===== config.mk =====
export PLATFORM = sky130hd
export DESIGN_NAME = mux_n_1_reg
export DESIGN_NICKNAME = d
export VERILOG_FILES = /design/src/rtl/mux_pkg.sv /design/src/rtl/mux_n_1_reg_rr_pick.sv /design/src/rtl/mux_n_1_reg.sv
export SDC_FILE = /design/constraint.sdc
export NUM_CORES = 1
export LEC_CHECK = 0
export ABC_AREA = 1
export BUFFER_PORTS_ARGS = -buffer_cell sky130_fd_sc_hd__buf_2
export CORE_ASPECT_RATIO = 0.75
export CORE_MARGIN = 4
export CORE_UTILIZATION = 40
export DETAILED_ROUTE_END_ITERATION = 10
export PLACE_DENSITY = 0.79
export SKIP_CTS_REPAIR_TIMING = 1
export SYNTH_ARGS = -nofsm -noshare
export SYNTH_HDL_FRONTEND = slang
export SYNTH_SLANG_ARGS = --single-unit
export TNS_END_PERCENT = 100

===== constraint.sdc =====
create_clock -name clk -period 1.4 [get_ports clk]
set_clock_uncertainty 0.2 [all_clocks]
set_input_delay 0.14 -clock clk [delete_from_list [all_inputs] [get_ports clk]]
set_output_delay 0.14 -clock clk [all_outputs]
set_load 0.01 [all_outputs]

===== src/rtl/mux_pkg.sv =====
// Shared constants for mux_n_1_reg: default sizes, mode encodings, output-register states.
// Mode encodings are only consumed when MUX_N_1_RR_EN is defined.
package mux_pkg;

  localparam int unsigned DEF_WIDTH    = 8;
  localparam int unsigned DEF_CHANNELS = 4;

  localparam logic MODE_MANUAL = 1'b0;
  localparam logic MODE_RR     = 1'b1;

  typedef enum logic {
    EMPTY = 1'b0,
    FULL  = 1'b1
  } out_state_e;

endpackage


===== src/rtl/mux_n_1_reg_rr_pick.sv =====
// rr_pick: first valid channel strictly after ptr_i, searching cyclically.
// any_o is low when no channel is valid (grant_o is then 0). Used only with MUX_N_1_RR_EN.
module rr_pick
  import mux_pkg::*;
#(
  parameter  int unsigned CHANNELS = DEF_CHANNELS,
  localparam int unsigned SEL_W    = $clog2(CHANNELS)
) (
  input  logic [CHANNELS-1:0] valid_i,
  input  logic [SEL_W-1:0]    ptr_i,
  output logic [SEL_W-1:0]    grant_o,
  output logic                any_o
);

  logic [SEL_W-1:0] idx;

  // Walk from the farthest offset back to the nearest so the nearest valid wins.
  always_comb begin
    grant_o = '0;
    any_o   = 1'b0;
    idx     = '0;
    for (int unsigned k = CHANNELS; k >= 1; k--) begin
      idx = SEL_W'((32'(ptr_i) + k) % CHANNELS);
      if (valid_i[idx]) begin
        grant_o = idx;
        any_o   = 1'b1;
      end
    end
  end

endmodule


===== src/rtl/mux_n_1_reg.sv =====
// N:1 registered mux with valid/ready handshake and a single-entry output register.
// Define MUX_N_1_RR_EN to add the 'mode' port and a round-robin grant (rr_pick).
module mux_n_1_reg
  import mux_pkg::*;
#(
  parameter  int unsigned WIDTH    = DEF_WIDTH,
  parameter  int unsigned CHANNELS = DEF_CHANNELS,
  localparam int unsigned SEL_W    = $clog2(CHANNELS)
) (
  input  logic                      clk,
  input  logic                      rst_n,
  input  logic [CHANNELS*WIDTH-1:0] i,
  input  logic [CHANNELS-1:0]       i_valid,
  output logic [CHANNELS-1:0]       i_ready,
  input  logic [SEL_W-1:0]          s,
`ifdef MUX_N_1_RR_EN
  input  logic                      mode,
`endif
  output logic [WIDTH-1:0]          z,
  output logic                      z_valid,
  input  logic                      z_ready,
  output logic [SEL_W-1:0]          z_ch
);

  out_state_e       state_q;
  logic [WIDTH-1:0] z_q;
  logic [SEL_W-1:0] z_ch_q;
  logic [SEL_W-1:0] grant;
  logic             grant_ok;
  logic             grant_valid;
  logic [WIDTH-1:0] sel_data;
  logic             can_load;
  logic             xfer;

`ifdef MUX_N_1_RR_EN
  logic [SEL_W-1:0] ptr_q;
  logic [SEL_W-1:0] rr_grant;
  logic             rr_any;

  rr_pick #(.CHANNELS(CHANNELS)) u_rr_pick (
    .valid_i (i_valid),
    .ptr_i   (ptr_q),
    .grant_o (rr_grant),
    .any_o   (rr_any)
  );

  assign grant    = (mode == MODE_RR) ? rr_grant : s;
  assign grant_ok = (mode == MODE_RR) ? rr_any : 1'b1;
`else
  assign grant    = s;
  assign grant_ok = 1'b1;
`endif

  // A select beyond CHANNELS-1 matches no channel, so it never transfers.
  always_comb begin
    grant_valid = 1'b0;
    sel_data    = '0;
    for (int unsigned k = 0; k < CHANNELS; k++) begin
      if (grant == SEL_W'(k)) begin
        grant_valid = i_valid[k];
        sel_data    = i[k*WIDTH +: WIDTH];
      end
    end
  end

  assign z_valid  = (state_q == FULL);
  assign can_load = !z_valid || z_ready;
  assign xfer     = rst_n && can_load && grant_ok && grant_valid;

  always_comb begin
    i_ready = '0;
    for (int unsigned k = 0; k < CHANNELS; k++) begin
      i_ready[k] = xfer && (grant == SEL_W'(k));
    end
  end

  always_ff @(posedge clk or negedge rst_n) begin
    if (!rst_n) begin
      state_q <= EMPTY;
      z_q     <= '0;
      z_ch_q  <= '0;
`ifdef MUX_N_1_RR_EN
      ptr_q   <= '0;
`endif
    end else begin
      if (xfer) begin
        z_q    <= sel_data;
        z_ch_q <= grant;
      end
      case (state_q)
        EMPTY:   if (xfer) state_q <= FULL;
        FULL:    if (!xfer && z_ready) state_q <= EMPTY;
        default: state_q <= EMPTY;
      endcase
`ifdef MUX_N_1_RR_EN
      // Pointer tracks round-robin grants only; manual transfers leave it alone.
      if (xfer && (mode == MODE_RR)) ptr_q <= grant;
`endif
    end
  end

  assign z    = z_q;
  assign z_ch = z_ch_q;

endmodule


### Word level (Yosys, flattened, before mapping)

Cells that the tools add are included.
Widths: inputs -> output; s select.

* bitwise gates (word level): 1
* mux-type cells: 11
* reductions and logical operators: 11
* equal/unequal tests: 3

Operators by type and width (number)
* $mux 8: 4
* $logic_and 1x1->1: 7
* $mux 1: 6
* $eq 2x2->1 const B: 2
* $eq 2x1->1 const B: 1
* $logic_not 1->1: 2
* $logic_not 2->1: 1
* $pmux 1 s2: 1
* $logic_or 1x1->1: 1
* $not 1->1: 1

* word-level logic and storage cells: 29
* register bits after elaboration: 11
* output and inout port bits: 15
* bits of input ports: 41

### Longest topological paths before layout

Gate-level depths: netlist of run 1.

* depth in word-level cells: 10
* mapped depth: 8
* gate-level depth less buffers: 7

### Least setup slack after synthesis of run 1

Ideal clock, no wire load.

* path kind: register -> output
* start: register state_q (netlist: z_valid)
* end: output port i_ready[1]
* stages on the path, launching flop included: 7
* required time: 1060 ps
* buffers on the path: 1
* slack: -36 ps
* data arrival time: 1096 ps
* path through: dfrtp_1 > inv_1 > o21ai_0 > nor2_1 > buf_4 > nand3_1 > nor2_1

* cells in the longest elaborated chain, start to end: 5

RTL lines
* from (decl): line mux_n_1_reg.sv:25 `out_state_e state_q;`
* from (signal assigned): line mux_n_1_reg.sv:79 `state_q <= EMPTY;`
* from (signal assigned): line mux_n_1_reg.sv:91 `EMPTY: if (xfer) state_q <= FULL;`
* from (signal assigned): line mux_n_1_reg.sv:92 `FULL: if (!xfer && z_ready) state_q <= EMPTY;`
* $logic_not 1->1: line mux_n_1_reg.sv:67 `assign can_load = !z_valid || z_ready;`
* $logic_or 1x1->1: line mux_n_1_reg.sv:67
* $logic_and 1x1->1 (2 in a row): line mux_n_1_reg.sv:68 `assign xfer = rst_n && can_load && grant_ok && grant_valid;`
* $logic_and 1x1->1: line mux_n_1_reg.sv:73 `i_ready[k] = xfer && (grant == SEL_W'(k));`
* to (decl): line mux_n_1_reg.sv:14 `output logic [CHANNELS-1:0] i_ready,`

Every way passes these cells.

### Final worst setup path of run 1

* start: register state_q (netlist: z_valid)
* end: output port i_ready[0]

Same word-level chain as after synthesis.

==> impl_metrics.csv, run 1 <==
group,metric,value,unit
cells_and_area,diodes,0,
setup_path,crit_buf_inv,3,
synthesis,yosysSeqAreaShare,0.3526,
placed_design,io_buffers,55,
synthesis,netlist_instances,110,
placed_design,dp_hpwl,2067,µm
setup_path,cp_cell_sequence,"inv_2 > o21ai_2 > nor2_2 > buf_6 > nand2_4 > nor2_4 > buf_6",
power,powerDensity,854.2,nW/µm²
synthesis,syn-num-nets,151,
detailed_routing,first_pass_iters,4,
clocking,clock-root-buffer,"clkbuf_4",
worst_hold_path,hp-class,"in2reg",
synthesis,avgSynthCellArea,7.098,µm²
cells_and_area,nets,224,
global_routing,antenna_found_initial,0,
detailed_routing,vias_per_cell,5.039,
timing,fin_setup_tns,-2.348,ns
synthesis,yosys_warnings,0,
setup_path,crit_family,"flip-flops",
clocking,cts_inserted_buffers,3,
floorplan,io_pins,56,
cells_and_area,final_common_cell,"buf_2",
global_routing,grt_usage,0.1920,
detailed_routing,drc,0,
floorplan,row_count,13,
timing,setup_slack,-0.3179,ns
synthesis,synthDistinctLibCells,15,
power,ir_drop,0.6551,mV
timing,fin_crit,1.718,ns
clocking,tritoncts,"done",
flow_run,max_cap_viol_count,0,
synthesis,synth_seq_cells,11,
setup_path,end_kind,"output pin",
timing,hold_viol,0,
clocking,clk_pin_slew,0.07,ns
clocking,htree_levels,1,
setup_path,start_kind,"flop",
global_routing,grt_start_max_net_pins,20,
timing,rsz0062_at_grt,"yes",
floorplan,die_h,46.26,µm
placed_design,place_congestion,0.7388,
setup_path,crit_slowest_cell,"dfrtp_1",
power,leakagePower,0.7057,nW
cells_and_area,syn2layout_area_growth,64.26,%
setup_path,required,1.06,ns
floorplan,core,1789,µm²
timing,slew_headroom,0.8382,
setup_path,arrival,1.38,ns
global_routing,grt_pass1_vias,982,
global_routing,grt-ovfl-total,0,
clocking,clock_tree.buffer_depth,2,
timing,setup_viol,15,
clocking,cts.sinks,11,
timing,period_share,1.227,
setup_path,path_common_cell,"buf_6",
cells_and_area,final_cell_mix,"buf_2, nand3_1, nand2_1",
cells_and_area,drive_gt1_frac,0.5055,
timing,tightestPinTransition,0.2424,ns
setup_path,max_stage_delay,0.40,ns
floorplan,start_util,0.4364,
floorplan,die_w,59.02,µm
outcome,status,"finished with violations",
detailed_routing,antenna_left,0,
timing,timing.fmax,582.1,MHz
setup_path,crit_fanout,4,
detailed_routing,vias,1028,
detailed_routing,wl_per_cell,12.88,µm
detailed_routing,wirelength,2627,µm
timing,slew_violations,0,
global_routing,grt_pass1_wl,4002,µm
clocking,worstSkewPairLatency,0.27,ns
synthesis,synth.cell_area,780.7,µm²
detailed_routing,initialDrtViolationCount,23,
cells_and_area,utilization,0.7168,
setup_path,worstSetupPathType,"reg2out",
floorplan,fp.dieArea,2730,µm²
outcome,violations,"setup timing",
## worst reg2reg max path, cell delays in order (launching register included)
cell     delay [ns]
dfrtp_1        0.40
inv_2          0.07
o21ai_2        0.05
nor2_2         0.14
buf_6          0.16
nand2_4        0.08
buf_4          0.15
buf_4          0.14
nand2_1        0.06
nand2_1        0.05
## area by class of cell
type	instances	area (µm²)
Clock buffer	4	26.28
Fill cell	148	506.7
Inverter	6	22.52
Multi-Input combinational cell	86	478.0
Sequential cell	11	275.3
Tap cell	22	27.53
Timing Repair Buffer	75	452.9
## registers in the layout (all words and copies together), names as in the netlist
name	count
z	8
z_ch	2
z_valid	1
## stage by stage
stage                     instance area, µm²  worst slack (ns)  cells   power, W  hold slack (ns)
after detailed placement                1172          -0.08286    195  0.0008427          -0.1186
after global placement                  1172          -0.05960    195  0.0008269          -0.1235
after global routing                    1282           -0.3788    204   0.001168          0.03205
after floorplan                        820.8         -0.005029    110  0.0006454          -0.3556
final                                   1282           -0.3179    204   0.001096          0.02108
after CTS                               1199           -0.3799    199   0.001067          -0.4146
## worst paths after layout
path	from	to	slack, ns	cells past startpoint
max in group asynchronous	rst_n	z[0]	0.68	3
min in group asynchronous	rst_n	z[7]	0.17	3
worst max-delay path	z_valid	i_ready[0]	-0.32	7
worst min register to register	z[3]	z[3]	0.27	2
worst max register to register	z_valid	z[2]	-0.19	9
worst min-delay path	i[7]	z[7]	0.02	5
## cells in the mapped netlist
cell	n	area (µm²)
buf_4	4	30.03
buf_6	3	33.78
dfrtp_1	11	275.3
inv_1	5	18.77
inv_2	1	3.750
nand2_1	30	112.6
nand2_2	3	18.77
nand3_1	34	170.2
nand3_2	1	10.01
nand3b_2	1	11.26
nand4_1	8	50.05
nor2_1	5	18.77
nor2_2	1	6.260
nor2_4	1	11.26
o21ai_0	2	10.01
## kinds of logic after synthesis
| family | Yosys count | share of synthesized area |
|---|---|---|
| simple gates | 84 | 0.5240 |
| buf+inv | 13 | 0.1106 |
| flops | 11 | 0.3526 |
| compound gates | 2 | 0.01282 |
## power breakdown
group          switching [W]  total, W  internal, W  leakage (nW)
clock               0.000112  0.000222     0.000110        0.0150
combinational       0.000240  0.000448     0.000209         0.553
sequential         0.0000386  0.000425     0.000387         0.138
total               0.000390   0.00110     0.000706         0.706
## routing by layer
metal  vias up  track usage  routed length [µm]
met2        32       0.3634                1329
met4         0      0.01357                   0
li1        519            -                   -
met3         0      0.05882                 176
met5         -            0                   0
met1       477       0.2234                1121
No activity file was read; power rests on OpenSTA's default activity.
==> inputs of run 2 (changes only) <==
- ABC_AREA: 1 -> 0
==> run 2 against run 1 <==
The flow finishes with violations (hold timing, setup timing). Synthesized area increased by 1.1%. Register-to-register slack barely moved. Routed wire length shrank 5.8%. Flip-flop and latch count is the same. Via count down 25%. Largest cell class unchanged.
==> impl_metrics.csv, run 2 <==
group,metric,value,unit
outcome,status,"finished with violations",
outcome,violations,"hold timing, setup timing",
global_routing,grt_pass1_vias,803,
floorplan,start_util,0.4373,
global_routing,grt_pass1_wl,3588,µm
clocking,cts.sinks,11,
synthesis,synthTopCellsByArea,"dfrtp_1, mux4_1, mux2_2",
setup_path,reg2reg_to,"z[2]",
timing,setup_viol,12,
cells_and_area,largest_reg_flops,8,
setup_path,r2r_cells,5,
floorplan,die_h,46.48,µm
clocking,clock-root-buffer,"clkbuf_4",
synthesis,synth-main-ff-cell,"dfrtp_1",
synthesis,ys_async_sr_fraction,1.000,
synthesis,avgSynthCellArea,14.90,µm²
floorplan,io_pins,56,
timing,slew_headroom,0.8591,
setup_path,end_kind,"flop",
synthesis,yosys-top-cells-count,"dfrtp_1, mux2_2, mux4_1, nand2_1",
setup_path,arrival,1.55,ns
floorplan,die_w,59.30,µm
floorplan,core,1805,µm²
power,powerDensity,908.4,nW/µm²
setup_path,endpoint,"z[2]",
synthesis,netlist_instances,53,
clocking,clk_pin_slew,0.07,ns
detailed_routing,wl_per_cell,17.55,µm
detailed_routing,vias,774,
detailed_routing,wirelength,2475,µm
synthesis,synthDistinctLibCells,21,
synthesis,yosys_warnings,0,
detailed_routing,first_pass_iters,4,
floorplan,fp.dieArea,2756,µm²
timing,holdWs,-0.0001669,ns
worst_hold_path,hp-class,"in2reg",
timing,rsz0062_at_grt,"yes",
setup_path,startpoint,"z_valid",
synthesis,yosysSeqAreaShare,0.3487,
setup_path,reg2reg_from,"z_valid",
cells_and_area,final_cell_mix,"buf_2, dfrtp_1, buf_4",
timing,slew_violations,0,
clocking,worstSkewPairLatency,0.27,ns
setup_path,required,1.35,ns
clocking,clock_tree.buffer_depth,2,
synthesis,synth.cell_area,789.5,µm²
detailed_routing,antenna_left,0,
floorplan,row_count,13,
clocking,htree_levels,1,
global_routing,grt_start_max_net_pins,13,
clocking,cts_inserted_buffers,3,
synthesis,synth_top_cell_by_area,"dfrtp_1",
cells_and_area,syn2layout_area_growth,59.90,%
synthesis,synth_seq_cells,11,
flow_run,max_cap_viol_count,0,
cells_and_area,drive_gt1_frac,0.7563,
global_routing,grt-ovfl-total,0,
timing,fin_crit,1.598,ns
placed_design,place_congestion,0.8607,
cells_and_area,diodes,0,
setup_path,start_kind,"flop",
setup_path,worstSetupPathType,"reg2reg",
detailed_routing,vias_per_cell,5.489,
power,ir_drop,0.5555,mV
timing,period_share,1.142,
timing,hold_viol,1,
synthesis,synth_top_area_share,0.3487,
placed_design,place_inst,133,
detailed_routing,drc,0,
clocking,tritoncts,"done",
cells_and_area,final_common_cell,"buf_2",
global_routing,grt_usage,0.1805,
placed_design,io_buffers,55,
cells_and_area,nets,161,
power,leakagePower,0.6610,nW
global_routing,antenna_found_initial,0,
timing,setup_slack,-0.1984,ns
synthesis,synth_edf_count,0,
synthesis,syn-num-nets,94,
cells_and_area,final_cells,141,
detailed_routing,initialDrtViolationCount,11,
timing,tightestPinTransition,0.2107,ns
setup_path,crit_fanout,9,
timing,fin_setup_tns,-2.095,ns
placed_design,dp_hpwl,1915,µm
timing,timing.fmax,625.6,MHz
setup_path,ff2ff_setup_slack,-0.20,ns
[run 2: cell count changes in the layout (fill, tap and decap cells not counted), sizes merged, moves of 7 or more]
cell	previous run	this run
buf	73	66
mux2	0	11
mux4	0	9
nand2	33	4
nand3	35	3
nand4	8	0
[run 2: area by class of cell]
class | instances | area (µm²)
repair buffers | 67 | 380.4
well taps | 22 | 27.53
flip-flops and latches | 11 | 275.3
multi-input cells | 37 | 553.0
fillers | 139 | 543.0
clock buffers | 4 | 26.28
[run 2: cell families (layout without fill, tap and decap cells)]
group,Yosys count,after routing,synth area share
flip-flops,11,11,0.3486
buffers and inverters,5,71,0.04912
multiplexers,21,21,0.4643
AND/OR/NAND/NOR,13,13,0.1046
AO/OA/AOI/OAI,3,3,0.03329
[run 2: through the flow]
stage          worst slack (ns)  power [W]  instance area, µm²  hold slack, ns  utilization
2_1_floorplan           -0.1399  0.0007128               837.1         -0.3556            -
3_3_place_gp            -0.2038  0.0008923                1167         -0.1979       0.6466
3_5_place_dp            -0.2404  0.0009094                1167         -0.1979       0.6466
4_1_cts                 -0.3574   0.001131                1194         -0.4905       0.6611
5_1_grt                 -0.2570   0.001221                1262         0.02147       0.6992
6_report                -0.1984   0.001147                1262      -0.0001669       0.6992
[run 2: layer usage]
| metal | share of wire | track usage | wire (µm) |
|---|---|---|---|
| met5 | 0 | 0 | 0 |
| met4 | 0.0057 | 0.04525 | 14 |
| met3 | 0.062 | 0.05602 | 153 |
| met2 | 0.55 | 0.3660 | 1369 |
| met1 | 0.38 | 0.1771 | 939 |
[run 2: critical path: stages (launching register included)]
cell      delay [ns]
dfrtp_1         0.42
nand2b_4        0.12
buf_4           0.12
buf_4           0.10
nand3_4         0.17
mux2_4          0.35
[run 2: report_power, final]
part	switching, W	internal, W	total [W]
clock	0.000107	0.000110	0.000217
combinational	0.000194	0.000289	0.000483
sequential	0.0000471	0.000400	0.000447
[run 2: worst min-delay path by stage]
stage          slack, ns  depth (start not counted)       to       start
2_1_floorplan      -0.36                          0     z[0]       rst_n
3_3_place_gp       -0.20                          1  z_ch[0]       rst_n
3_5_place_dp       -0.20                          1  z_ch[1]       rst_n
4_1_cts            -0.49                          1  z_ch[1]       rst_n
5_1_grt             0.02                          3  z_ch[0]  i_valid[1]
6_report         -0.0002                          3  z_ch[0]  i_valid[1]
